[config.mk]
export PLATFORM = sky130hd
export DESIGN_NAME = cpu_step_controller
export DESIGN_NICKNAME = d
export VERILOG_FILES = /design/src/rtl/cpu_ctrl_pkg.sv /design/src/rtl/sync_debounce.sv /design/src/rtl/cpu_step_controller.sv
export SDC_FILE = /design/constraint.sdc
export NUM_CORES = 1
export LEC_CHECK = 0
export ABC_AREA = 1
export CAP_MARGIN = 20
export CORE_ASPECT_RATIO = 0.8
export CORE_MARGIN = 3
export CORE_UTILIZATION = 42
export CTS_CLUSTER_SIZE = 14
export DETAILED_ROUTE_END_ITERATION = 8
export PLACE_DENSITY_LB_ADDON = 0.2
export SLEW_MARGIN = 15
export SYNTH_ARGS = -nofsm -noshare
export SYNTH_HDL_FRONTEND = slang
export SYNTH_HIERARCHICAL = 1
export SYNTH_SLANG_ARGS = --single-unit
export TNS_END_PERCENT = 5
[constraint.sdc]
create_clock -name clk -period 1.9 [get_ports clk]
set_clock_uncertainty 0.1 [all_clocks]
set_input_delay 0.475 -clock clk [delete_from_list [all_inputs] [get_ports clk]]
set_output_delay 0.475 -clock clk [all_outputs]
set_load 0.01 [all_outputs]
[src/rtl/cpu_ctrl_pkg.sv]
// -----------------------------------------------------------------------------
// cpu_ctrl_pkg
// Shared definitions for the CPU step controller:
//   - state_e       : controller FSM encoding (also driven out on state_o)
//   - DEF_*         : default synchroniser depth and button debounce length
//   - deb_cnt_w()   : width of a debounce counter able to hold 0..n
// -----------------------------------------------------------------------------
package cpu_ctrl_pkg;

  typedef enum logic [1:0] {
    ST_IDLE      = 2'b00,
    ST_RUN       = 2'b01,
    ST_STEP_WAIT = 2'b10,
    ST_HALTED    = 2'b11
  } state_e;

  localparam int unsigned DEF_SYNC_STAGES     = 2;
  localparam int unsigned DEF_DEBOUNCE_CYCLES = 4;

  // ceil(log2(n+1)), never narrower than one bit.
  function automatic int unsigned deb_cnt_w(input int unsigned n);
    if (n < 1) return 1;
    return $clog2(n + 1);
  endfunction

endpackage

[src/rtl/sync_debounce.sv]
// -----------------------------------------------------------------------------
// sync_debounce
// Brings an asynchronous level into the clk domain, qualifies it with a
// stability counter and emits a single-cycle pulse on its debounced rising
// edge.
//
// Ports:
//   clk     in  system clock
//   rst_n   in  asynchronous active-low reset; clears every flop
//   din_i   in  raw asynchronous input
//   rise_o  out one-cycle pulse (combinational) on the debounced 0->1 edge
//
// With DEBOUNCE_CYCLES = 1 the debounced level is the synchronised input
// itself and the level register acts as the plain previous-value flop, so the
// pulse appears in the same cycle the last synchroniser stage goes high.
// -----------------------------------------------------------------------------
module sync_debounce
  import cpu_ctrl_pkg::*;
#(
  parameter int unsigned SYNC_STAGES     = DEF_SYNC_STAGES,
  parameter int unsigned DEBOUNCE_CYCLES = 1
) (
  input  logic clk,
  input  logic rst_n,
  input  logic din_i,
  output logic rise_o
);

  localparam int unsigned   CW      = deb_cnt_w(DEBOUNCE_CYCLES);
  localparam logic [CW-1:0] CNT_MAX = CW'(DEBOUNCE_CYCLES);

  logic [SYNC_STAGES-1:0] sync_q;
  logic                   synced;
  logic [CW-1:0]          cnt_q, cnt_d;
  logic                   lvl_q, lvl_d;

  assign synced = sync_q[SYNC_STAGES-1];

  // The counter saturates at CNT_MAX so a long hold cannot wrap it back
  // through zero and fake a second press.
  always_comb begin
    cnt_d = '0;
    if (synced) begin
      cnt_d = (cnt_q == CNT_MAX) ? cnt_q : cnt_q + CW'(1);
    end
    lvl_d = (cnt_d == CNT_MAX);
  end

  assign rise_o = lvl_d & ~lvl_q;

  always_ff @(posedge clk or negedge rst_n) begin
    if (!rst_n) begin
      sync_q <= '0;
      cnt_q  <= '0;
      lvl_q  <= 1'b0;
    end else begin
      sync_q <= {sync_q[SYNC_STAGES-2:0], din_i};
      cnt_q  <= cnt_d;
      lvl_q  <= lvl_d;
    end
  end

endmodule

[src/rtl/cpu_step_controller.sv]
// -----------------------------------------------------------------------------
// cpu_step_controller
// Turns the divided clock from the clock divider into a single-cycle clock
// enable for the multicycle CPU, with run / single-step / halt control and a
// count of issued enables.
//
// Ports:
//   clk         in  system clock
//   rst_n       in  asynchronous active-low reset
//   tick_in     in  divided clock (rco), asynchronous to clk
//   mode_run    in  1 = free-run mode
//   step_btn    in  raw single-step button (asynchronous, bouncy)
//   halt_req    in  forces HALTED; dominates everything else
//   cpu_en      out one-clk enable pulse to the CPU
//   tick_count  out number of cpu_en pulses since reset (wraps)
//   state_o     out current FSM state (cpu_ctrl_pkg::state_e encoding)
// -----------------------------------------------------------------------------
module cpu_step_controller
  import cpu_ctrl_pkg::*;
#(
  parameter int unsigned SYNC_STAGES     = DEF_SYNC_STAGES,
  parameter int unsigned DEBOUNCE_CYCLES = DEF_DEBOUNCE_CYCLES,
  parameter int unsigned CNT_W           = 32
) (
  input  logic             clk,
  input  logic             rst_n,
  input  logic             tick_in,
  input  logic             mode_run,
  input  logic             step_btn,
  input  logic             halt_req,
  output logic             cpu_en,
  output logic [CNT_W-1:0] tick_count,
  output logic [1:0]       state_o
);

  logic             tick_rise;
  logic             step_press;
  state_e           state_q, state_d;
  logic             en_q, en_d;
  logic [CNT_W-1:0] cnt_q;

  // The tick path needs no filtering, only edge detection.
  sync_debounce #(
    .SYNC_STAGES    (SYNC_STAGES),
    .DEBOUNCE_CYCLES(1)
  ) u_tick_sync (
    .clk   (clk),
    .rst_n (rst_n),
    .din_i (tick_in),
    .rise_o(tick_rise)
  );

  sync_debounce #(
    .SYNC_STAGES    (SYNC_STAGES),
    .DEBOUNCE_CYCLES(DEBOUNCE_CYCLES)
  ) u_step_sync (
    .clk   (clk),
    .rst_n (rst_n),
    .din_i (step_btn),
    .rise_o(step_press)
  );

  always_comb begin
    state_d = state_q;
    en_d    = 1'b0;
    if (halt_req) begin
      // A tick landing in the same cycle as the halt is deliberately lost.
      state_d = ST_HALTED;
    end else begin
      case (state_q)
        ST_IDLE: begin
          // mode_run wins over a simultaneous press; the step is dropped.
          if (mode_run) begin
            state_d = ST_RUN;
          end else if (step_press) begin
            state_d = ST_STEP_WAIT;
          end
        end
        ST_RUN: begin
          // Leaving RUN does not swallow a tick that arrives in that cycle.
          en_d = tick_rise;
          if (!mode_run) begin
            state_d = ST_IDLE;
          end
        end
        ST_STEP_WAIT: begin
          // Extra presses are not looked at here, so they never queue.
          if (tick_rise) begin
            en_d    = 1'b1;
            state_d = mode_run ? ST_RUN : ST_IDLE;
          end else if (mode_run) begin
            state_d = ST_RUN;
          end
        end
        ST_HALTED: begin
          // Software acknowledges the halt by dropping mode_run.
          if (!mode_run) begin
            state_d = ST_IDLE;
          end
        end
        default: state_d = ST_IDLE;
      endcase
    end
  end

  always_ff @(posedge clk or negedge rst_n) begin
    if (!rst_n) begin
      state_q <= ST_IDLE;
      en_q    <= 1'b0;
      cnt_q   <= '0;
    end else begin
      state_q <= state_d;
      en_q    <= en_d;
      // Counts together with the enable it accounts for; wraps silently.
      if (en_d) begin
        cnt_q <= cnt_q + CNT_W'(1);
      end
    end
  end

  assign cpu_en     = en_q;
  assign tick_count = cnt_q;
  assign state_o    = state_q;

endmodule

## Yosys cells after proc, flatten, opt, wreduce, memory -nomap -nowiden

Cells that the tools add are included.

| operators by class | value |
|---|---|
| bitwise operators | 4 |
| reduce and logical (&&, ||, !) cells | 3 |
| mux-type cells | 15 |
| equality and inequality tests | 8 |
| $add $sub $neg | 3 |

Operators by type and width:

| kind | count |
|---|---|
| adder 32 x 1 -> 32 bit, second input constant | 1 |
| 2-to-1 mux 2 bit | 6 |
| inequality test 4 bit, second input constant | 2 |
| == test 3 bit, second input constant | 2 |
| 2-to-1 mux 3 bit | 2 |
| case mux 2 bit (3 select lines) | 1 |
| 2-to-1 mux 1 bit | 5 |
| == test 2 bit, second input constant | 2 |
| adder 3 x 1 -> 3 bit, second input constant | 1 |
| inequality test 3 x 2 -> 1 bit, second input constant | 1 |
| AND reduction 3 bit | 1 |
| bitwise AND 1 bit | 2 |
| == test 2 x 1 -> 1 bit, second input constant | 1 |
| zero test 2 bit | 1 |
| inverter 1 bit | 2 |
| case mux 1 bit (2 select lines) | 1 |
| OR reduction 2 bit | 1 |
| adder 1 bit, second input constant | 1 |

| word-level totals | value |
|---|---|
| logic and storage cells | 41 |
| flip-flop bits (word level) | 44 |
| bits of input ports | 6 |

## Logic depth before layout (Yosys ltp)

| logic depth | value |
|---|---|
| word-level depth | 9 |
| mapped depth | 12 |
| depth with buffers taken out | 12 |

## Modules after synthesis

The synthesis kept the hierarchy.

Modules (own cells, without submodules):

| module | instances | area an instance (µm²) | cells each |
|---|---|---|---|
| cpu_step_controller | 1 | 2040.7 | 259 |
| sync_debounce (u_step_sync) | 1 | 265.3 | 27 |
| sync_debounce (u_tick_sync) | 1 | 85.1 | 5 |

## Least setup slack after synthesis

No wires, ideal clock.

| path | value |
|---|---|
| kind | register to register |
| from | register state_q[0] (netlist: state_o[0]) |
| to | register cnt_q[16] (netlist: tick_count[16]) |
| clock period less this slack | 1665 ps |
| path buffers | 1 |
| cell stages (with the launch flop) | 10 |
| arrival | 1439 ps |
| setup slack | 235 ps |
| library setup time | 126 ps |
| data required time | 1674 ps |
| cell sequence | dfrtp_1 inv_1 ha_1 nand2_1 nor2_2 buf_6 nand2_2 nor2_4 nand2_1 xnor2_1 |

| on the way | value |
|---|---|
| cells in the longest elaborated chain, start to end | 3 |

Ends and longest elaborated chain:

| element | RTL line | RTL |
|---|---|---|
| start, declared | cpu_step_controller.sv:38 | `state_e state_q, state_d;` |
| start signal, assigned | cpu_step_controller.sv:112 | `state_q <= state_d;` |
| == test 2 bit / == test 2 x 1 -> 1 bit (equally long branches) | cpu_step_controller.sv:70 | `case (state_q)` |
| case mux 1 bit (2 select lines) * | cpu_step_controller.sv:70 |  |
| 2-to-1 mux 1 bit * | cpu_step_controller.sv:66 | `if (halt_req) begin` |
| via en_d | cpu_step_controller.sv:39 | `logic en_q, en_d;` |
| end signal, assigned | cpu_step_controller.sv:116 | `cnt_q <= cnt_q + CNT_W'(1);` |
| end, declared | cpu_step_controller.sv:40 | `logic [CNT_W-1:0] cnt_q;` |

Mark *: on every way through the listed nets, which the timed path passes. The rest lies on a longest branch.
A chain may end at the register's enable or synchronous reset.

## Worst setup path after layout

| path | value |
|---|---|
| from | register cnt_q[15] (netlist: tick_count[15]) |
| to | output port tick_count[15] |

RTL lines:

| element | RTL line | RTL |
|---|---|---|
| end, declared | cpu_step_controller.sv:32 | `output logic [CNT_W-1:0] tick_count,` |

No word-level cell between the ends.

==> flow_summary_export.csv <==
group,metric,value,unit
pwr,powerDensity,706,nW/um^2
die,die_area,6640,um^2
timing,setup_violations,0,
timing,layout_min_cycle_time,1.87,ns
timing,setup_ws,0.0310,ns
clock_tree,cts_tree,"built",
placed_design,io_buffers,40,
synth,syn-instance-count,291,
timing,drv_slew,0,
clock_tree,clockBufferDepth,2,
pwr,clkPwrFrac,27.0,%
die,die_w,90.4,um
clock_tree,root_buffer,"clkbuf_8",
outcome,outcome,"finished, final reports clean",
detailed_routing,first_pass_iters,4,
synth,yosys_warnings,6,
placed_design,dpl.hpwl,4.14,mm
pwr,combPwrFrac,24.1,%
pwr,p_sw,677,uW
finish,finalNonFillerCells,426,
clock_tree,path_clk_slew,0.09,ns
pwr,fin_total_pwr,2210,uW
timing,worstMarginPinSlew,0.298,ns
synth,avgSynthCellArea,8.22,um^2
detailed_routing,drcViolationCount,0,
global_route,grt_use_total,17.0,%
job,drv_cap,0,
finish,post-route-util,59.7,%
synth,ys_seq_area_share,46.0,%
timing,hold_viol,0,
timing,holdWs,0.252,ns
timing,relSlewSlack,80.1,%
finish,diodes,0,
min_path,min-delay-start,"u_step_sync/sync_q[0]$_DFF_PN0_",
worst_setup_path,cp_num_buf_inv,1,
min_path,hold_class,"flop to flop",
detailed_routing,drt_iter0_drc,74,
finish,synthToLayoutAreaGrowth,30.8,%
synth,ys_types,22,
detailed_routing,vias_per_cell,4.66,
worst_setup_path,worstSetupPathType,"flop to primary output",
die,ios,41,
finish,drive_gt1_share,19.1,%
timing,clock.fmax,535,MHz
worst_setup_path,critPathMaxFanout,4,
pwr,ir_drop,434,uV
global_route,grt_overflow_total,0,
worst_setup_path,cp_slowest_cell,"clkdlybuf4s50_1",
placed_design,dpl.cell_count,416,
synth,syn_nets,302,
finish,final_common_cell,"nand2_1",
worst_setup_path,arrival,1.29,ns
synth,syn_area,2390,um^2
pwr,seq_power_share,48.9,%
clock_tree,h-tree-depth,2,
die,num_rows,23,
global_route,grt_pass1_vias,1902,
global_route,grt_max_degree,21,
detailed_routing,dr_total_vias,1986,
placed_design,pre_cts_slack,-0.130,ns
die,die_h,73.5,um
worst_setup_path,end_kind,"primary output",
die,core_area,5240,um^2
worst_setup_path,startpoint_type,"flop",
pwr,leakage,0.00157,uW
synth,synth_seq_cells,44,
detailed_routing,routed_wirelength,5.33,mm
worst_setup_path,cp_top_family,"buffers and inverters",
detailed_routing,antenna_left,0,
clock_tree,cts.sinks,44,
die,start_util,45.7,%
clock_tree,numCtsBuffers,5,
worst_setup_path,path_cells,"clkdlybuf4s50_1",
detailed_routing,wl_per_cell,12.5,um
placed_design,gp_congestion,0.906,
pwr,power.internal,1530,uW
worst_setup_path,crit_path_start,"tick_count[15]$_DFFE_PN0P_",
global_route,grt_pass1_wl,8.96,mm
worst_setup_path,reg2reg_from,"state_o[0]$_DFFE_PN0P_",
timing,final.period_utilization,98.4,%
finish,mostFrequentLayoutCells,"nand2_1 (77), inv_1 (44), dfrtp_1 (32), nor2_1 (30), clkdlybuf4s50_1 (30)",
worst_setup_path,cp.required,1.32,ns
pwr,swShare,30.7,%
global_route,antenna_found_initial,0,
finish,fin_nets,361,
clock_tree,clk_latency,0.29,ns
worst_setup_path,cpPeakStageDelay,0.57,ns
worst paths after layout:
| path | endpoint | slack (ns) | cells after the start |
|---|---|---|---|
| min reg2reg | u_step_sync/sync_q[1]$_DFF_PN0_ | 0.25 | 0 |
| max | tick_count[15] | 0.03 | 1 |
| max reg2reg | tick_count[21]$_DFFE_PN0P_ | 0.12 | 9 |
| max in group asynchronous | tick_count[20]$_DFFE_PN0P_ | 0.64 | 3 |
| min | u_step_sync/sync_q[1]$_DFF_PN0_ | 0.25 | 0 |
| min in group asynchronous | u_step_sync/cnt_q[1]$_DFF_PN0_ | 0.49 | 2 |
cells by family after synthesis:
family                   Yosys count  synth area share [%]
AO/OA/AOI/OAI                      4                  1.15
XOR/XNOR                          22                  8.06
adder cells (fa/ha/maj)            5                  2.62
buffers and inverters             46                  7.54
flip-flops                        44                  46.0
AND/OR/NAND/NOR                  170                  34.6
cells in the mapped netlist:
cell / instances / share of area, %
nor2_1: 30 / 4.7
xnor2_1: 10 / 3.7
inv_1: 44 / 6.9
inv_2: 1 / 0.16
o21ai_2: 1 / 0.37
nand3_2: 3 / 1.3
nor3_1: 1 / 0.21
ha_1: 5 / 2.6
dfrtp_1: 44 / 46
nor2_2: 11 / 2.9
nand3_1: 22 / 4.6
nor2_4: 5 / 2.4
o21ai_0: 2 / 0.42
nor3_2: 3 / 1.3
xor2_1: 12 / 4.4
buf_6: 1 / 0.47
nand2_2: 4 / 1.0
nand2_1: 78 / 12
o221ai_1: 1 / 0.37
nand2_4: 1 / 0.47
nor3_4: 1 / 0.68
nand4_1: 11 / 2.9
power groups by stage:
stage	combinational [uW]	clock [uW]	sequential, uW
final	533	595	1080
after global routing	594	642	1090
after CTS	497	611	1080
after detailed placement	491	0	1100
after global placement	481	0	1090
after floorplan	225	0	1120
sequential cells by signal (all words and copies together) (netlist names):
signal	cells
tick_count	32
u_step_sync/cnt_q	3
state_o	2
u_step_sync/sync_q	2
u_tick_sync/sync_q	2
cpu_en	1
u_step_sync/lvl_q	1
u_tick_sync/cnt_q	1
area by class of cell:
cell class / instances / area, um^2
clock buffer: 5 / 68.8
clock inverter: 3 / 23.8
fill: 493 / 2110
inverter: 45 / 169
multi-input combinational: 201 / 1140
sequential: 44 / 1120
tap: 75 / 93.8
timing repair buffer: 53 / 514
per-layer routing:
layer	vias up	part of all wire [%]	GRT usage, %
met1	938	52	24.3
met3	2	4.0	3.89
met2	32	44	26.9
li1	1014	-	-
met4	0	0.51	3.23
met5	-	0	0
metrics by stage:
| step | instance area (um^2) | setup TNS [ns] |
|---|---|---|
| after floorplan | 2390 | 0 |
| after global placement | 2950 | -1.26 |
| after detailed placement | 2950 | -1.36 |
| after CTS | 3060 | 0 |
| after global routing | 3130 | -0.00994 |
| final | 3130 | 0 |
timing repair:
action,4_1_cts,5_1_grt
resized for setup,6,21
buffers inserted,0,1
hold buffers,1,0
endpoints found under the hold margin,11,0
setup endpoints to repair,6,32
pin swaps,0,3
No activity file was read; power rests on OpenSTA's default activity.
